**config.mk**
```make
export PLATFORM = sky130hd
export DESIGN_NAME = enemy_ship_placer
export DESIGN_NICKNAME = d
export VERILOG_FILES = /design/src/rtl/enemy_ship_placer.sv
export SDC_FILE = /design/constraint.sdc
export NUM_CORES = 1
export LEC_CHECK = 0
export BUFFER_PORTS_ARGS = -buffer_cell sky130_fd_sc_hd__buf_2
export CAP_MARGIN = 20
export CELL_PAD_IN_SITES_DETAIL_PLACEMENT = 1
export CELL_PAD_IN_SITES_GLOBAL_PLACEMENT = 2
export CORE_MARGIN = 2
export CORE_UTILIZATION = 32
export CTS_BUF_LIST = sky130_fd_sc_hd__clkbuf_4 sky130_fd_sc_hd__clkbuf_8
export CTS_CLUSTER_DIAMETER = 80
export DETAILED_ROUTE_END_ITERATION = 8
export PLACE_DENSITY = 0.76
export SLEW_MARGIN = 20
export SYNTH_ARGS = -nofsm -noshare
export SYNTH_HDL_FRONTEND = slang
export SYNTH_SLANG_ARGS = --single-unit
export TNS_END_PERCENT = 100
```
**constraint.sdc**
```tcl
create_clock -name clk -period 2.65 [get_ports clk]
set_input_delay 0.3975 -clock clk [delete_from_list [all_inputs] [get_ports clk]]
set_output_delay 0.3975 -clock clk [all_outputs]
set_load 0.01 [all_outputs]
```
**src/rtl/enemy_ship_placer.sv**
```systemverilog
// Places CPU ships on the board from a random (row, col) stream; optional PLACER_FALLBACK_SCAN_EN adds a linear scan after RETRY_LIMIT rejects.
// Latency: start->busy 1 cycle, one candidate per cycle, best case target+1 cycles to done; q_hit is combinational.
// Backpressure: none; start is ignored while busy, and candidates are consumed every busy cycle.
module enemy_ship_placer #(
  parameter int ROWS        = 5,
  parameter int COLS        = 5,
  parameter int MAX_SHIPS   = 5,
  parameter int RETRY_LIMIT = 8
) (
  input  logic                 clk,
  input  logic                 rst,
  input  logic                 start,
  input  logic [2:0]           ship_count,
  input  logic [2:0]           i_random,
  input  logic [2:0]           j_random,
  input  logic [2:0]           q_i,
  input  logic [2:0]           q_j,
  output logic [ROWS*COLS-1:0] board,
  output logic                 q_hit,
  output logic [2:0]           placed_count,
  output logic                 busy,
  output logic                 done
);

  localparam int CELLS = ROWS * COLS;
  localparam int IDX_W = $clog2(CELLS);
  localparam logic [CELLS-1:0] CELL0 = {{(CELLS-1){1'b0}}, 1'b1};

  typedef enum logic [1:0] {
    S_IDLE,
    S_PLACE,
`ifdef PLACER_FALLBACK_SCAN_EN
    S_SCAN,
`endif
    S_DONE
  } state_t;

  state_t           state, state_nxt;
  logic [CELLS-1:0] board_nxt;
  logic [2:0]       placed_nxt;
  logic [2:0]       target, target_nxt, target_clamped;
  logic [IDX_W-1:0] cand_idx, q_idx;
  logic             cand_in_range, cand_ok, q_in_range;

`ifdef PLACER_FALLBACK_SCAN_EN
  localparam int RW = $clog2(RETRY_LIMIT + 1);
  logic [RW-1:0]    retry_cnt, retry_nxt;
  logic [IDX_W-1:0] scan_idx, scan_nxt;
`endif

  // Aliased indices for out-of-range coordinates are masked by the range flags.
  assign cand_in_range = (32'(i_random) < ROWS) && (32'(j_random) < COLS);
  assign cand_idx      = IDX_W'(i_random) * IDX_W'(COLS) + IDX_W'(j_random);
  assign cand_ok       = cand_in_range && !board[cand_idx];

  assign q_in_range = (32'(q_i) < ROWS) && (32'(q_j) < COLS);
  assign q_idx      = IDX_W'(q_i) * IDX_W'(COLS) + IDX_W'(q_j);
  assign q_hit      = q_in_range && board[q_idx];

  always_comb begin
    target_clamped = ship_count;
    if (ship_count == 3'd0)
      target_clamped = 3'd1;
    else if (32'(ship_count) > MAX_SHIPS)
      target_clamped = 3'(MAX_SHIPS);
  end

  always_comb begin
    state_nxt  = state;
    board_nxt  = board;
    placed_nxt = placed_count;
    target_nxt = target;
`ifdef PLACER_FALLBACK_SCAN_EN
    retry_nxt  = retry_cnt;
    scan_nxt   = scan_idx;
`endif
    case (state)
      S_IDLE, S_DONE: begin
        if (start) begin
          board_nxt  = '0;
          placed_nxt = 3'd0;
          target_nxt = target_clamped;
`ifdef PLACER_FALLBACK_SCAN_EN
          retry_nxt  = '0;
`endif
          state_nxt  = S_PLACE;
        end
      end
      S_PLACE: begin
        if (cand_ok) begin
          board_nxt  = board | (CELL0 << cand_idx);
          placed_nxt = placed_count + 3'd1;
`ifdef PLACER_FALLBACK_SCAN_EN
          retry_nxt  = '0;
`endif
          if (placed_nxt == target)
            state_nxt = S_DONE;
        end
`ifdef PLACER_FALLBACK_SCAN_EN
        else begin
          if (retry_cnt != RW'(RETRY_LIMIT))
            retry_nxt = retry_cnt + 1'b1;
          if (retry_nxt == RW'(RETRY_LIMIT)) begin
            scan_nxt  = '0;
            state_nxt = S_SCAN;
          end
        end
`endif
      end
`ifdef PLACER_FALLBACK_SCAN_EN
      S_SCAN: begin
        if (!board[scan_idx]) begin
          board_nxt  = board | (CELL0 << scan_idx);
          placed_nxt = placed_count + 3'd1;
          retry_nxt  = '0;
          state_nxt  = (placed_nxt == target) ? S_DONE : S_PLACE;
        end else begin
          scan_nxt = scan_idx + 1'b1;
        end
      end
`endif
      default: state_nxt = S_IDLE;
    endcase
  end

  always_ff @(posedge clk or negedge rst) begin
    if (!rst) begin
      state        <= S_IDLE;
      board        <= '0;
      placed_count <= 3'd0;
      target       <= 3'd0;
`ifdef PLACER_FALLBACK_SCAN_EN
      retry_cnt    <= '0;
      scan_idx     <= '0;
`endif
    end else begin
      state        <= state_nxt;
      board        <= board_nxt;
      placed_count <= placed_nxt;
      target       <= target_nxt;
`ifdef PLACER_FALLBACK_SCAN_EN
      retry_cnt    <= retry_nxt;
      scan_idx     <= scan_nxt;
`endif
    end
  end

`ifdef PLACER_FALLBACK_SCAN_EN
  assign busy = (state == S_PLACE) || (state == S_SCAN);
`else
  assign busy = (state == S_PLACE);
`endif
  assign done = (state == S_DONE);

endmodule

```
==> results.tsv, run 1 <==
stage	metric	value	unit
clock_tree	CTS H-tree lvls	2	
run_status	failing checks	negative setup slack	
power_and_ir_drop	Power Density	715	mW/mm^2
clock_tree	Post-CTS Hold Buffers	0	
worst_setup_path	FF-to-FF path depth	7	
worst_setup_path	critical path class	in2out	
routing	post-route DRC violation count	0	
placement	DPL Wire Length	5.16	mm
synthesis	Syn Nets	251	
clock_tree	Root Buffer	clkbuf_8	
clock_tree	CTS clk-pin slew, worst paths	0.08	ns
worst_setup_path	CP arrival	2.38	ns
clock_tree	CTS tree	done	
die	Die H	88.9	um
clock_tree	CTS max path bufs	2	
run_status	outcome	complete, but fails checks	
timing	crit path time final	2.77	ns
synthesis	largest cells by area after synthesis	dfrtp_1, mux4_2, ha_1, nor2_1, a21oi_1	
synthesis	register area share after synthesis	35.8	%
timing	Slew headroom	47.3	%
synthesis	post-synth top area share	35.8	%
power_and_ir_drop	leakage	1.52	nW
die	Initial Util	33.6	%
synthesis	Synth async-reset ratio	100	%
synthesis	Commonest cells post-synth	dfrtp_1, nor2_1, a21oi_1	
global_route	initial antenna violation count	0	
synthesis	mapped cell area	0.00231	mm^2
power_and_ir_drop	Worst VDD drop	0.310	mV
global_route	vias in the first global route	2224	
die	I/O pin cnt	49	
timing	final hold vios	0	
worst_hold_path	Worst Hold Class	in2async	
timing	fin crit share	105	%
clock_tree	CTS Buf Count	5	
timing	setup TNS	-0.123	ns
routing	antenna-violating nets left	0	
worst_setup_path	Critical Path RT	2.25	ns
die	Core ar.	0.00687	mm^2
worst_setup_path	R2R Setup Slk	0.66	ns
routing	First-pass DRT Iterations	4	
global_route	global-route wire length before repair	11.1	mm
run	MaxCap Viol Count	0	
global_route	Tot GR Track Use	18.7	%
timing	unrepaired setup endpoints after global routing	true	
routing	vias	2006	
synthesis	FF+latch count, synth	33	
timing	Worst Slack Setup Final	-0.123	ns
worst_setup_path	CP Launch Type	input port	
final_layout	layout cell share with drive strength beyond 1	47.3	%
global_route	grt total ovfl	0	
worst_setup_path	Crit Reg-Reg Endpoint	board[13]$_DFFE_PN0P_	
power_and_ir_drop	Tot Pwr	2.25	mW
placement	Buffers on Ports	48	
routing	Routed WL per cell	17.7	um
clock_tree	Clock Sink Count	33	
routing	Via-to-Cell Ratio	5.14	
synthesis	YS warnings	0	
timing	Final setup viols	1	
synthesis	top-count cell post-synth	dfrtp_1	
synthesis	Mean Syn Cell Area	10.8	um^2
timing	Slew @ Worst Pin	0.790	ns
routing	final wirelength	6.90	mm
die	DIE AREA	0.00791	mm^2
routing	initial drt markers	94	
final_layout	ant diodes	0	
timing	Setup Skew	0.0134	ns
final_layout	Area Growth Syn to Fin	36.3	%
worst_setup_path	Critical Path Sink Type	primary output	
worst_setup_path	crit path max fanout	6	
synthesis	EDFF count, synth	0	
synthesis	main flop type after synthesis	dfrtp_1	
synthesis	synth unique cells	44	
die	row cnt	30	
worst_setup_path	FF-to-FF Start	board[11]$_DFFE_PN0P_	
placement	Routability Congestion	0.822	
die	die width	88.9	um
timing	fin. max-slew vios	0	
timing	FMAX	0.361	GHz
synthesis	Yosys top cell by area	dfrtp_1	
final_layout	Layout Nets	330	
clock_tree	clk_lat worst skew	0.29	ns
global_route	largest net degree at the start of global routing	34	
synthesis	Mapped Cells	214	
[routing by layer]
metal  vias up  wire length, um  global-route usage (%)
li1        927                -                       -
met1      1026             3130                    25.1
met2        46             3500                    32.0
met3         7              167                    2.40
met4         0              100                    5.56
met5         -                0                       0
[worst max path at each step]
stage	start	end	slack (ns)	depth (start not counted)
final	q_i[0]	q_hit	-0.12	9
after global routing	q_i[2]	q_hit	-0.19	11
after CTS	q_i[2]	q_hit	-0.15	9
after detailed placement	i_random[0]	placed_count[0]$_DFFE_PN0P_	-0.36	10
after global placement	i_random[0]	placed_count[0]$_DFFE_PN0P_	-0.35	10
after floorplan	i_random[0]	placed_count[2]$_DFFE_PN0P_	-0.13	10
[registers in the layout, indices dropped and copies added (netlist names)]
signal	cells
board	25
placed_count	3
target	3
state	2
[power by group]
| group | switching (mW) | total (mW) | internal [mW] |
|---|---|---|---|
| clock | 0.201 | 0.383 | 0.181 |
| sequential | 0.125 | 0.749 | 0.624 |
| combinational | 0.575 | 1.12 | 0.543 |
| total | 0.902 | 2.25 | 1.35 |
[cells in the final DEF, fill, tap and decap left out, types with 7 or more instances in the layout]
cell,synthesis,layout
a21oi_1,18,14
a22o_1,7,7
buf_2,1,46
buf_4,0,29
dfrtp_1,33,33
ha_1,17,8
ha_4,0,7
mux4_2,12,12
nand2_1,16,16
nor2_1,28,27
xnor2_1,8,7
[cell type report]
type / instances / area [um^2]
Clock buffer: 5 / 68.8
Clock inverter: 3 / 17.5
Fill cell: 792 / 3720
Inverter: 6 / 22.5
Multi-Input combinational cell: 165 / 1550
Sequential cell: 33 / 826
Tap cell: 96 / 120
Timing Repair Buffer: 82 / 539
[worst max-delay path, stage by stage]
cell and delay (ns):
buf_6 0.10, buf_4 0.13, ha_2 0.31, buf_6 0.13, mux4_2 0.53, mux4_2 0.49
nor2_2 0.11, a211oi_2 0.04, buf_2 0.14
[kinds of logic after synthesis]
logic type               after synthesis  share of synthesized area, %
XOR/XNOR                              13                          5.91
buffers and inverters                 16                          4.55
multiplexers                          17                          13.9
flip-flops                            33                          35.8
AND/OR/NAND/NOR                       69                          15.3
AO/OA/AOI/OAI                         47                          13.6
adder cells (fa/ha/maj)               19                          10.9
[what timing repair did]
action,4_1_cts,5_1_grt
pin swaps,7,6
setup buffers,5,1
gates resized for setup,12,18
endpoints found under the setup margin,5,26
[stage by stage]
step	cell area (um^2)	worst slack [ns]	hold slack [ns]	util [%]	cells
finish	3150	-0.123	0.189	45.8	390
global route	3150	-0.191	0.242	45.8	390
CTS	3070	-0.147	0.212	44.7	389
detailed placement	2870	-0.363	0.477	41.7	376
global placement	2870	-0.351	0.476	41.7	376
floorplan	2370	-0.130	0.102	-	214
(Power assumes the default switching activity.)
==> inputs of run 2 (changes only) <==
--- a/config.mk
+++ b/config.mk
@@ -10,11 +10,11 @@
 export CELL_PAD_IN_SITES_DETAIL_PLACEMENT = 1
 export CELL_PAD_IN_SITES_GLOBAL_PLACEMENT = 2
 export CORE_MARGIN = 2
-export CORE_UTILIZATION = 32
+export CORE_UTILIZATION = 30
 export CTS_BUF_LIST = sky130_fd_sc_hd__clkbuf_4 sky130_fd_sc_hd__clkbuf_8
 export CTS_CLUSTER_DIAMETER = 80
 export DETAILED_ROUTE_END_ITERATION = 8
-export PLACE_DENSITY = 0.76
+export PLACE_DENSITY = 0.72
 export SLEW_MARGIN = 20
 export SYNTH_ARGS = -nofsm -noshare
 export SYNTH_HDL_FRONTEND = slang
==> run 2 against run 1 <==
Compared with the run above:
- the flow still finishes with violations (negative setup slack)
- via count decreased by 2.0%
- sequential share of layout area shrank 0.17 points
- clock power up 30%
- power grew 3.2%
- worst setup slack worse by 0.0078 ns
- final area up 0.64%
- worst hold slack got worse by 0.0091 ns
- critical path depth did not move
- critical endpoint unchanged
==> results.tsv, run 2 (synthesis results as in run 1) <==
stage	metric	value	unit	change
run_status	outcome	complete, but fails checks		unchanged
run_status	failing checks	negative setup slack		unchanged
timing	Slew headroom	48.5	%	was 47.3%
final_layout	largest register by flop count	board		unchanged
die	Initial Util	31.3	%	was 33.6%
clock_tree	CTS Buf Count	5		unchanged
worst_setup_path	Critical Path RT	2.25	ns	about the same
die	die width	91.7	um	was 88.9 um
global_route	global-route wire length before repair	11.1	mm	about the same
clock_tree	CTS H-tree lvls	2		unchanged
routing	initial drt markers	78		was 94
worst_setup_path	Setup crit start	q_i[2]		was q_i[0]
timing	FMAX	0.360	GHz	was 0.361 GHz
die	Die H	91.7	um	was 88.9 um
final_layout	final core occ	43.0	%	was 45.8%
timing	Worst Slack Setup Final	-0.131	ns	was -0.123 ns
clock_tree	CTS tree	done		unchanged
final_layout	Layout Nets	332		was 330
placement	Buffers on Ports	48		unchanged
power_and_ir_drop	Net Sw Frac	36.8	%	was 40.1%
timing	fin crit share	105	%	about the same
power_and_ir_drop	Sw Pwr	854	uW	was 902 uW
die	row cnt	31		was 30
worst_setup_path	CP Launch Type	input port		unchanged
final_layout	commonest non-fill, non-tap cell in the layout	buf_2		unchanged
power_and_ir_drop	Comb pwr share	46.2	%	was 49.7%
timing	final hold vios	0		unchanged
power_and_ir_drop	Power Density	734	mW/mm^2	was 715 mW/mm^2
final_layout	max reg flops	25		unchanged
timing	crit path time final	2.78	ns	was 2.77 ns
timing	setup TNS	-0.131	ns	was -0.123 ns
power_and_ir_drop	Tot Pwr	2.32	mW	was 2.25 mW
final_layout	ant diodes	0		unchanged
final_layout	layout cell share with drive strength beyond 1	45.9	%	was 47.3%
worst_setup_path	critical path class	in2out		unchanged
clock_tree	Clock Sink Count	33		unchanged
power_and_ir_drop	internal power	1.47	mW	was 1.35 mW
power_and_ir_drop	Worst VDD drop	0.310	mV	about the same
run	MaxCap Viol Count	0		unchanged
placement	Routability Congestion	0.773		was 0.822
global_route	grt total ovfl	0		unchanged
final_layout	commonest cells after routing, fill and taps aside	buf_2, buf_4, dfrtp_1, nor2_1, a21oi_1		was buf_2, dfrtp_1, buf_4, nor2_1, nand2_1
final_layout	Area Growth Syn to Fin	37.2	%	was 36.3%
global_route	initial antenna violation count	0		unchanged
worst_setup_path	crit path max fanout	2		was 6
global_route	Tot GR Track Use	16.8	%	was 18.7%
clock_tree	CTS clk-pin slew, worst paths	0.07	ns	was 0.08 ns
timing	Final setup viols	1		unchanged
routing	First-pass DRT Iterations	4		unchanged
global_route	largest net degree at the start of global routing	34		unchanged
die	Core ar.	0.00737	mm^2	was 0.00687 mm^2
clock_tree	CTS max path bufs	2		unchanged
worst_setup_path	Critical Path Sink Type	primary output		unchanged
global_route	vias in the first global route	2154		was 2,224
die	DIE AREA	0.00841	mm^2	was 0.00791 mm^2
placement	DPL Wire Length	5.15	mm	was 5.16 mm
clock_tree	Root Buffer	clkbuf_8		unchanged
worst_hold_path	Worst Hold Class	in2async		unchanged
final_layout	Top Registers	board (25), placed_count (3), target (3)		unchanged
worst_setup_path	FF-to-FF Start	board[11]$_DFFE_PN0P_		unchanged
power_and_ir_drop	sequential share of power	32.3	%	was 33.3%
routing	antenna-violating nets left	0		unchanged
timing	Slew @ Worst Pin	0.772	ns	was 0.790 ns
die	I/O pin cnt	49		unchanged
routing	vias	1965		was 2,006
routing	final wirelength	6.64	mm	was 6.90 mm
routing	Routed WL per cell	16.8	um	was 17.7 um
routing	post-route DRC violation count	0		unchanged
timing	Setup Skew	0.0124	ns	was 0.0134 ns
final_layout	Layout fillers	850		was 792
timing	fin. max-slew vios	0		unchanged
power_and_ir_drop	part of the power in the clock network	21.5	%	was 17.0%
routing	Via-to-Cell Ratio	4.97		was 5.14
worst_setup_path	CP arrival	2.38	ns	about the same
clock_tree	clk_lat worst skew	0.29	ns	about the same
timing	unrepaired setup endpoints after global routing	true		unchanged
power_and_ir_drop	leakage	1.54	nW	was 1.52 nW
[run 2: cell types whose count changed in the layout (fill, tap and decap cells not counted), moves of 2 or more]
| cell | previous run | this run |
|---|---|---|
| buf_6 | 5 | 3 |
| clkinv_2 | 2 | 0 |
| buf_2 | 46 | 44 |
| a21oi_1 | 14 | 18 |
| a21oi_2 | 5 | 1 |
| buf_4 | 29 | 35 |
[run 2: area by class of cell]
| class | instances | area, um^2 | share of cell area, % |
|---|---|---|---|
| Clock buffer | 7 | 90.1 | 2.84 |
| Clock inverter | 1 | 30.0 | 0.948 |
| Inverter | 6 | 22.5 | 0.711 |
| Multi-Input combinational cell | 165 | 1530 | 48.2 |
| Sequential cell | 33 | 826 | 26.1 |
| Tap cell | 99 | 124 | 3.91 |
| Timing Repair Buffer | 84 | 547 | 17.3 |
[run 2: worst paths after layout]
path,to,slack (ns),depth (start not counted)
worst max register to register,board[2]$_DFFE_PN0P_,0.67,7
worst max-delay path,q_hit,-0.13,9
min in group clk,state[1]$_DFFE_PN0P_,0.31,2
worst min register to register,target[1]$_DFFE_PN0P_,0.50,2
worst min-delay path,target[0]$_DFFE_PN0P_,0.18,1
max in group asynchronous,board[22]$_DFFE_PN0P_,1.97,1
[run 2: what timing repair did]
action / 4_1_cts / 5_1_grt
endpoints found under the setup margin: 6 / 19
endpoints found under the hold margin: 0 / 0
cloned: 0 / 0
hold buffers: 0 / 0
gates resized for setup: 17 / 10
buffers inserted: 1 / 2
pin swaps: 9 / 9
[run 2: critical path: stages]
cell and delay [ns]:
buf_8 0.10, ha_4 0.23, ha_4 0.26, inv_2 0.03, fa_2 0.55, mux4_2 0.52
nor2_2 0.11, a211oi_2 0.04, buf_2 0.14
[run 2: power by group through the flow]
stage	combinational, mW	clock (mW)	sequential, mW
6_report	1.07	0.499	0.751
5_1_grt	1.19	0.530	0.773
4_1_cts	1.08	0.511	0.753
3_5_place_dp	1.04	0	0.762
3_3_place_gp	1.02	0	0.758
2_1_floorplan	0.633	0	0.767
[run 2: per-stage QoR]
stage               setup slack (ns)  instance area [um^2]  cells  hold slack [ns]
finish                        -0.131                  3170    395            0.180
floorplan                     -0.130                  2370    214            0.102
global route                  -0.187                  3170    395            0.239
detailed placement            -0.381                  2900    384            0.493
CTS                           -0.158                  3120    393            0.216
global placement              -0.374                  2900    384            0.485
[run 2: metal layers]
layer	routed length (um)	global-route usage (%)	vias up
met4	74	4.48	0
met2	3320	28.5	33
met5	0	0	-
li1	-	-	934
met1	3070	22.2	993
met3	166	2.71	5
